==> config.mk <==
export PLATFORM = sky130hd
export DESIGN_NAME = uart_rx
export DESIGN_NICKNAME = d
export VERILOG_FILES = /design/src/rtl/uart_rx.sv
export SDC_FILE = /design/constraint.sdc
export NUM_CORES = 1
export LEC_CHECK = 0
export CAP_MARGIN = 20
export CORE_UTILIZATION = 55
export CTS_CLUSTER_SIZE = 16
export DETAILED_ROUTE_END_ITERATION = 8
export GPL_TIMING_DRIVEN = 0
export MAX_ROUTING_LAYER = met4
export PLACE_DENSITY = 0.77
export SLEW_MARGIN = 40
export SYNTH_ARGS = -nofsm -noshare
export SYNTH_HDL_FRONTEND = slang
export SYNTH_SLANG_ARGS = --single-unit
==> constraint.sdc <==
create_clock -name baud_clk -period 3.6 [get_ports baud_clk]
set_clock_uncertainty 0.05 [all_clocks]
set_input_delay 0.36 -clock baud_clk [delete_from_list [all_inputs] [get_ports baud_clk]]
set_output_delay 0.36 -clock baud_clk [all_outputs]
set_load 0.01 [all_outputs]
==> src/rtl/uart_rx.sv <==
// uart_rx: oversampled UART receiver. A frame is a start bit, 8 data bits
// sent LSB first, one parity bit and STOP_CHECK checked stop bits.
// The optional macro UART_RX_MAJORITY_EN makes every mid-bit sample a 2-of-3
// vote over three consecutive ticks. Each decision then happens one tick
// later. Without the macro, each decision uses a single rx_s sample.
module uart_rx #(
    parameter int unsigned OVERSAMPLE = 8,
    parameter int unsigned PARITY     = 0,
    parameter int unsigned STOP_CHECK = 1
) (
    input  logic       baud_clk,
    input  logic       reset,
    input  logic       rx,
    output logic [7:0] data_out,
    output logic       data_valid,
    output logic       parity_err,
    output logic       frame_err,
    output logic       rx_busy
);

    localparam int unsigned CNT_W = (OVERSAMPLE > 1) ? $clog2(OVERSAMPLE) : 1;
    localparam int unsigned BIT_W = 3;
    localparam logic [CNT_W-1:0] CNT_LAST  = CNT_W'(OVERSAMPLE - 1);
`ifdef UART_RX_MAJORITY_EN
    localparam logic [CNT_W-1:0] CNT_START = CNT_W'(OVERSAMPLE / 2);
`else
    localparam logic [CNT_W-1:0] CNT_START = CNT_W'(OVERSAMPLE / 2 - 1);
`endif
    localparam logic [BIT_W-1:0] DATA_LAST = BIT_W'(7);
    localparam logic [BIT_W-1:0] STOP_LAST = BIT_W'(STOP_CHECK - 1);
    localparam logic             PAR_ODD   = (PARITY != 0);

    typedef enum logic [2:0] {
        S_WAIT_HIGH,
        S_IDLE,
        S_START,
        S_DATA,
        S_PARITY,
        S_STOP,
        S_DONE
    } state_e;

    logic             sync1_q, sync2_q;
    logic             rx_s;
    logic             sample_bit;
    logic             cnt_wrap;
    logic             exp_par;
    logic [CNT_W-1:0] cnt_inc;

    state_e           state_q,     state_d;
    logic [CNT_W-1:0] cnt_q,       cnt_d;
    logic [BIT_W-1:0] bit_cnt_q,   bit_cnt_d;
    logic [7:0]       shift_q,     shift_d;
    logic             perr_pend_q, perr_pend_d;
    logic             ferr_pend_q, ferr_pend_d;
    logic [7:0]       data_q,      data_d;
    logic             valid_q,     valid_d;
    logic             perr_q,      perr_d;
    logic             ferr_q,      ferr_d;
    logic             busy_q,      busy_d;

    // Two-flop synchronizer for the asynchronous line; resets to idle-high
    always_ff @(posedge baud_clk) begin
        if (reset) begin
            sync1_q <= 1'b1;
            sync2_q <= 1'b1;
        end else begin
            sync1_q <= rx;
            sync2_q <= sync1_q;
        end
    end

    assign rx_s = sync2_q;

`ifdef UART_RX_MAJORITY_EN
    logic [1:0] hist_q;

    // History of rx_s for the 2-of-3 vote (hist_q[0] is one tick old)
    always_ff @(posedge baud_clk) begin
        if (reset) begin
            hist_q <= 2'b11;
        end else begin
            hist_q <= {hist_q[0], rx_s};
        end
    end

    assign sample_bit = (rx_s & hist_q[0]) | (rx_s & hist_q[1]) | (hist_q[0] & hist_q[1]);
`else
    assign sample_bit = rx_s;
`endif

    assign cnt_wrap = (cnt_q == CNT_LAST);
    assign cnt_inc  = cnt_wrap ? '0 : cnt_q + CNT_W'(1);
    assign exp_par  = (^shift_q) ^ PAR_ODD;

    // State and output registers
    always_ff @(posedge baud_clk) begin
        if (reset) begin
            state_q     <= S_WAIT_HIGH;
            cnt_q       <= '0;
            bit_cnt_q   <= '0;
            shift_q     <= '0;
            perr_pend_q <= 1'b0;
            ferr_pend_q <= 1'b0;
            data_q      <= '0;
            valid_q     <= 1'b0;
            perr_q      <= 1'b0;
            ferr_q      <= 1'b0;
            busy_q      <= 1'b0;
        end else begin
            state_q     <= state_d;
            cnt_q       <= cnt_d;
            bit_cnt_q   <= bit_cnt_d;
            shift_q     <= shift_d;
            perr_pend_q <= perr_pend_d;
            ferr_pend_q <= ferr_pend_d;
            data_q      <= data_d;
            valid_q     <= valid_d;
            perr_q      <= perr_d;
            ferr_q      <= ferr_d;
            busy_q      <= busy_d;
        end
    end

    // Frame sequencing: next state, bit timing and completion update
    always_comb begin
        state_d     = state_q;
        cnt_d       = cnt_q;
        bit_cnt_d   = bit_cnt_q;
        shift_d     = shift_q;
        perr_pend_d = perr_pend_q;
        ferr_pend_d = ferr_pend_q;
        data_d      = data_q;
        valid_d     = 1'b0;
        perr_d      = perr_q;
        ferr_d      = ferr_q;

        case (state_q)
            S_WAIT_HIGH: begin
                if (rx_s) begin
                    state_d = S_IDLE;
                end
            end
            S_IDLE: begin
                cnt_d     = '0;
                bit_cnt_d = '0;
                if (!rx_s) begin
                    state_d     = S_START;
                    perr_pend_d = 1'b0;
                    ferr_pend_d = 1'b0;
                end
            end
            S_START: begin
                if (cnt_q == CNT_START) begin
                    cnt_d   = '0;
                    state_d = sample_bit ? S_IDLE : S_DATA;
                end else begin
                    cnt_d = cnt_q + CNT_W'(1);
                end
            end
            S_DATA: begin
                cnt_d = cnt_inc;
                if (cnt_wrap) begin
                    shift_d = {sample_bit, shift_q[7:1]};
                    if (bit_cnt_q == DATA_LAST) begin
                        bit_cnt_d = '0;
                        state_d   = S_PARITY;
                    end else begin
                        bit_cnt_d = bit_cnt_q + BIT_W'(1);
                    end
                end
            end
            S_PARITY: begin
                cnt_d = cnt_inc;
                if (cnt_wrap) begin
                    perr_pend_d = sample_bit ^ exp_par;
                    bit_cnt_d   = '0;
                    state_d     = S_STOP;
                end
            end
            S_STOP: begin
                cnt_d = cnt_inc;
                if (cnt_wrap) begin
                    if (!sample_bit) begin
                        ferr_pend_d = 1'b1;
                    end
                    if (bit_cnt_q == STOP_LAST) begin
                        state_d = S_DONE;
                    end else begin
                        bit_cnt_d = bit_cnt_q + BIT_W'(1);
                    end
                end
            end
            S_DONE: begin
                data_d  = shift_q;
                perr_d  = perr_pend_q;
                ferr_d  = ferr_pend_q;
                valid_d = 1'b1;
                state_d = ferr_pend_q ? S_WAIT_HIGH : S_IDLE;
            end
            default: begin
                state_d = S_WAIT_HIGH;
            end
        endcase
    end

    // Busy whenever the receiver is anywhere but idle after this tick
    assign busy_d = (state_d != S_IDLE);

    assign data_out   = data_q;
    assign data_valid = valid_q;
    assign parity_err = perr_q;
    assign frame_err  = ferr_q;
    assign rx_busy    = busy_q;

endmodule
==> metrics, run 1 <==
CTS sink cnt=33; # resized after CTS=0; Die ar.=0.00306 mm^2; Crit Path Class=flop to flop; post-synthesis sequential area ratio=42.3%; Mapped Avg Cell Area=8.67 um^2; First-pass DRT Iterations=4; CP peak stage delay=370 ps; beginning of the worst hold path=sync1_q$_SDFF_PP1_; Yosys cell types=35; synth warn=0; XOR/XNOR Fraction of Synth Area=4.81%; grt ovf=0; Syn Nets=191; Setup WS pre-CTS=1870 ps; initial core utilization=60.3%; minimum clock period=1740 ps; Synth Flop Type=dfxtp_1; Setup TNS=0 ps; P_leak=0.000730 uW; reg-to-reg startpoint=cnt_q[0]$_SDFFE_PP0P_; Worst Setup End Kind=flop; IO buf count=14; Pwr Density=345 mW/mm^2; R2R Setup Slk=1860 ps; fin crit share=48.2%; first-pass GRT wire length=5510 um; beginning of the critical path=cnt_q[0]$_SDFFE_PP0P_; Worst Path Max Fanout=5; Residual DRC=0; largest family of logic cells by synthesized area=simple AND/OR/NAND/NOR gates; synthesized area=0.00156 mm^2; final net count=212; GRT met1 Usage=28.7%; Post-synth EDFFs=0; mux contribution to synthesized area=8.33%; GR peak layer=met2; fmax=0.576 GHz; Worst Hold Class=flop to flop; post-synthesis compound-gate area fraction=12.0%; CTS Buf Count=5; clk buf depth=2; row count=18; Die Y=55.3 um; HPWL Detailed=2310 um; CP max stage cell=dfxtp_1; Vias/cell=5.53; GR Util met2=36.8%; Post-Synth Adder-Cell Area=6.41%; Routed Antenna Nets=0; Clk Latency, worst-skew pair=340 ps; Layout area overhead=14.7%; Overall Global Routing Usage=23.9%; Async S/R FF share, synth=0%; diode count=0; Ports=15; Worst VDD drop=314 uV; CORE AREA=0.00259 mm^2; wire per inst=13.8 um; largest net degree at the start of global routing=11; vias in the first global route=1,272; CTS root buf=clkbuf_4; Slew @ Worst Pin=517 ps; crit-path most repeated cell=ha_1; DR iter-0 viols=30; Final GP Congestion=0.931; critical path launch point type=flop; layout cells sized above 1=8.42%; Clock transition at path regs=100 ps; Critical Path, Cell by Cell=ha_1, ha_1, a31oi_1, o21ai_2, mux2i_1, nor2_1; status=completed; Horiz. Die Dim=55.3 um; Mapped Cells=180; CTS tree=done; H-Tree Depth=2; hold buffer count at CTS=0; Max transition margin=65.6%; Yosys reg bits=33; vias=1,284; post-CTS setup buffer count=0; Synth Area in Simple Gates=21.7%; final hold vios=0; drt total wl=3200 um; Crit path required time=3770 ps; initial antenna violation count=0; Final setup viols=0; M3 GR Usage=4.92%; final slew viol count=0; Critical Path AT=1900 ps; Final WS setup=1860 ps; Max Cap Viol=0; RSZ-0062 raised after global routing=false
[kinds of logic (layout without fill, tap and decap cells)]
kind of cell,count (synthesis),in the layout
buffers and inverters,15,37
and+or+nand+nor,72,72
AOI/OAI and AO/OA,32,32
adders and majority gates,8,8
muxes,13,13
DFF,33,33
xor gates and xnor gates,7,7
[synthesized netlist by cell type, drive strengths merged, types with 2 or more instances]
library cell	number	area share, %
o21ai	4	1.5
nand2b	5	2.0
nor2	21	5.7
dfxtp	33	42
xnor2	5	2.8
nand2	26	6.2
or2	2	0.80
buf	4	1.8
clkbuf	3	0.72
inv	8	1.9
nand3b	2	0.96
nor3	3	0.96
and3	2	0.80
a21oi	16	5.1
a22oi	2	0.96
ha	8	6.4
o22ai	3	1.2
mux2i	13	8.3
a31oi	4	1.6
nand3	5	1.6
[stage by stage]
step	hold WS, ps	area, um^2	std cells	power [uW]	utilization, %
2_1_floorplan	339	1560	180	411	-
3_3_place_gp	343	1740	224	423	67.1
3_5_place_dp	347	1740	224	425	67.1
4_1_cts	370	1790	232	623	69.1
5_1_grt	380	1790	232	640	69.1
6_report	372	1790	232	618	69.1
[critical path, delay by kind of cell, from the launching register on]
kind / cells / cell delay, ps
adder cells (fa/ha/maj): 2 / 510
flip-flops: 1 / 370
AO/OA/AOI/OAI: 2 / 370
multiplexers: 1 / 250
AND/OR/NAND/NOR: 1 / 60
[final cells by class]
cell class | count | area, um^2
fillers | 210 | 800
clock inverters | 2 | 10.0
flip-flops and latches | 33 | 661
plain buffers | 7 | 38.8
well taps | 30 | 37.5
inverters | 8 | 30.0
clock buffers | 6 | 41.3
multi-input cells | 132 | 832
repair buffers | 14 | 140
[state kept, by name, indices dropped and copies added (netlist names)]
register and cells:
rx_s 1, sync1_q 1, data_valid 1, ferr_pend_q 1
cnt_q 3, shift_q 8, frame_err 1, bit_cnt_q 3
parity_err 1, state_q 3, perr_pend_q 1, rx_busy 1
data_out 8
[layer usage]
metal	share of wire [%]	wire, um	vias up
li1	-	-	649
met1	46	1480	596
met2	47	1520	32
met3	4.0	127	7
met4	2.3	72	0
met5	0	0	-
[power by group]
group          total, uW  internal (uW)  leakage [uW]  switching [uW]
combinational       42.7           18.4      0.000431            24.3
sequential           374            369      0.000267            5.00
clock                202           74.3     0.0000320             127
total                618            462      0.000730             157
[placed cells by master (no fill, tap or decap), types with 4 or more instances in the layout]
master / count
a31oi_1: 4
nand2_1: 26
nand3_1: 5
clkbuf_4: 5
mux2i_1: 13
inv_1: 8
dfxtp_1: 33
xnor2_1: 5
clkdlybuf4s50_1: 14
nand2b_1: 5
clkbuf_1: 4
ha_1: 8
nor2_1: 19
a21oi_1: 16
[path summary, 6_finish.rpt]
path | to | cells after the start
setup / recovery | bit_cnt_q[0]$_SDFFE_PP0P_ | 6
hold / removal | rx_s$_SDFF_PP1_ | 1
setup reg to reg | bit_cnt_q[0]$_SDFFE_PP0P_ | 6
hold reg to reg | rx_s$_SDFF_PP1_ | 1
(Power assumes the default switching activity.)
==> run 2: changes to the inputs <==
==> constraint.sdc (replaced) <==
create_clock -name baud_clk -period 1.71 [get_ports baud_clk]
set_clock_uncertainty 0.05 [all_clocks]
set_input_delay 0.171 -clock baud_clk [delete_from_list [all_inputs] [get_ports baud_clk]]
set_output_delay 0.171 -clock baud_clk [all_outputs]
set_load 0.01 [all_outputs]
==> run 2 against run 1 <==
Compared with the run above:
- sequential power is 110% higher
- critical path type unchanged
- highest routed layer unchanged
- maximum frequency rose by 4.0%
- first-iteration DRC count shrank 23%
- final cell count did not move
- sequential share of layout area down 0.21 points
- clock power increased by 110%
- register-to-register slack got worse by 1800 ps
==> metrics, run 2 (same netlist as run 1, synthesis figures left out) <==
Fill cells=209; crit-path most repeated cell=ha_2; largest net degree at the start of global routing=11; initial antenna violation count=0; Clk Latency, worst-skew pair=340 ps; critical path launch point type=flop; fin crit share=97.6%; Overall Global Routing Usage=23.9%; post-CTS setup buffer count=0; CORE AREA=0.00259 mm^2; Crit path required time=1870 ps; First-pass DRT Iterations=4; Reg-to-Reg End=bit_cnt_q[0]$_SDFFE_PP0P_; hold buffer count at CTS=0; Buffers & Inverters on Critical Path=0; DR iter-0 viols=23; vias=1,301; beginning of the worst hold path=rx; Final setup viols=0; CTS sink cnt=33; commonest non-fill, non-tap cell in the layout=dfxtp_1; Die ar.=0.00306 mm^2; row count=18; final net count=212; CP peak stage delay=360 ps; Worst VDD drop=660 uV; Ports=15; Routed Antenna Nets=0; highest metal used=met4; initial core utilization=60.3%; Max Cap Viol=0; R2R Setup Slk=40 ps; Net Switching=329 uW; Critical Path, Cell by Cell=ha_2, ha_2, a31oi_1, o21ai_2, mux2i_1, nor2_1; hold depth=2; final hold vios=0; # resized after CTS=1; drt total wl=3260 um; CTS Buf Count=5; critical path's top delay family=adder cells; Vias/cell=5.61; final slew viol count=0; grt ovf=0; Pwr Density=721 mW/mm^2; Reg power frac=60.5%; wire per inst=14.1 um; Internal Power=972 uW; routed length on met3=85 um; Slew @ Worst Pin=554 ps; fmax=0.599 GHz; Setup TNS=0 ps; hold endpoint=sync1_q$_SDFF_PP1_; P_leak=0.000721 uW; vias in the first global route=1,272; RSZ-0062 raised after global routing=true; Worst Path Max Fanout=5; minimum clock period=1670 ps; HPWL Detailed=2310 um; Residual DRC=0; Die Y=55.3 um; Final GP Congestion=0.931; Layout area overhead=15.5%; Worst Setup End Kind=flop; CP max stage cell=dfxtp_1; clk buf depth=2; Critical Path AT=1830 ps; Switching Share=25.3%; CTS tree=done; final core utilization=69.7%; Worst Hold Class=primary input to flop; Crit Path Class=flop to flop; Horiz. Die Dim=55.3 um; IO buf count=14; clock group share of total power=32.5%; Max transition margin=63.0%; first-pass GRT wire length=5510 um; metal1 wirelength=1560 um; CTS root buf=clkbuf_4; R2R cell count=6; status=completed; Clock transition at path regs=110 ps; reg-to-reg startpoint=cnt_q[1]$_SDFFE_PP0P_; Combinational Power Share=7.0%; wire length on met2=1540 um; most frequent cells in the layout=dfxtp_1, nand2_1, nor2_1; H-Tree Depth=2; diode count=0; layout cells sized above 1=10.4%
## run 2: cell counts in the layout (fill, tap and decap cells not counted)
Identical to the previous run, type by type.
## run 2: cell type report
cell class | instances | area (um^2) | share of cell area (%)
multi-input combinational | 132 | 845 | 46.8
sequential | 33 | 662 | 36.7
timing repair buffer | 14 | 140 | 7.77
clock buffer | 6 | 41.3 | 2.29
buffer | 7 | 38.8 | 2.15
tap | 30 | 37.5 | 2.08
inverter | 8 | 30.0 | 1.66
clock inverter | 2 | 10.0 | 0.555
## run 2: worst max-delay path by stage
stage | startpoint | slack, ps | endpoint | cells past startpoint
6_report | cnt_q[1]$_SDFFE_PP0P_ | 40 | bit_cnt_q[0]$_SDFFE_PP0P_ | 6
5_1_grt | cnt_q[1]$_SDFFE_PP0P_ | -30 | rx_busy$_SDFF_PP0_ | 7
4_1_cts | cnt_q[0]$_SDFFE_PP0P_ | -5 | bit_cnt_q[0]$_SDFFE_PP0P_ | 6
3_5_place_dp | cnt_q[0]$_SDFFE_PP0P_ | -20 | bit_cnt_q[0]$_SDFFE_PP0P_ | 6
3_3_place_gp | cnt_q[0]$_SDFFE_PP0P_ | 70 | bit_cnt_q[1]$_SDFFE_PP0P_ | 6
2_1_floorplan | cnt_q[0]$_SDFFE_PP0P_ | 240 | bit_cnt_q[0]$_SDFFE_PP0P_ | 6
## run 2: power by group through the flow
stage          clock network [uW]  registers (uW)  logic (uW)
2_1_floorplan                   0             802        63.5
3_3_place_gp                    0             804        87.5
3_5_place_dp                    0             805        89.1
4_1_cts                       435             787        89.7
5_1_grt                       459             789         101
6_report                      423             787        91.1
## run 2: stage by stage
step                worst slack (ps)  total power, uW  cells  instance area (um^2)  hold slack [ps]
floorplan                        238              866    180                  1560              225
global placement                69.2              891    224                  1740              343
detailed placement             -18.7              894    224                  1740              347
CTS                            -5.33             1310    232                  1790              334
global route                   -26.8             1350    232                  1800              353
finish                          41.2             1300    232                  1800              352
## run 2: routing by layer
metal  global-route usage [%]  vias to the layer above
met3                     4.92                        9
li1                         -                      651
met2                     36.8                       24
met1                     28.7                      617
met5                        -                        -
met4                     14.3                        0
==> run 3: changes to the inputs <==
--- a/config.mk
+++ b/config.mk
@@ -5,7 +5,6 @@
 export SDC_FILE = /design/constraint.sdc
 export NUM_CORES = 1
 export LEC_CHECK = 0
-export CAP_MARGIN = 20
 export CORE_UTILIZATION = 55
 export CTS_CLUSTER_SIZE = 16
 export DETAILED_ROUTE_END_ITERATION = 8
==> results of run 3 <==
Same layout as run 2: the final DEF is identical, and so are final timing and power.
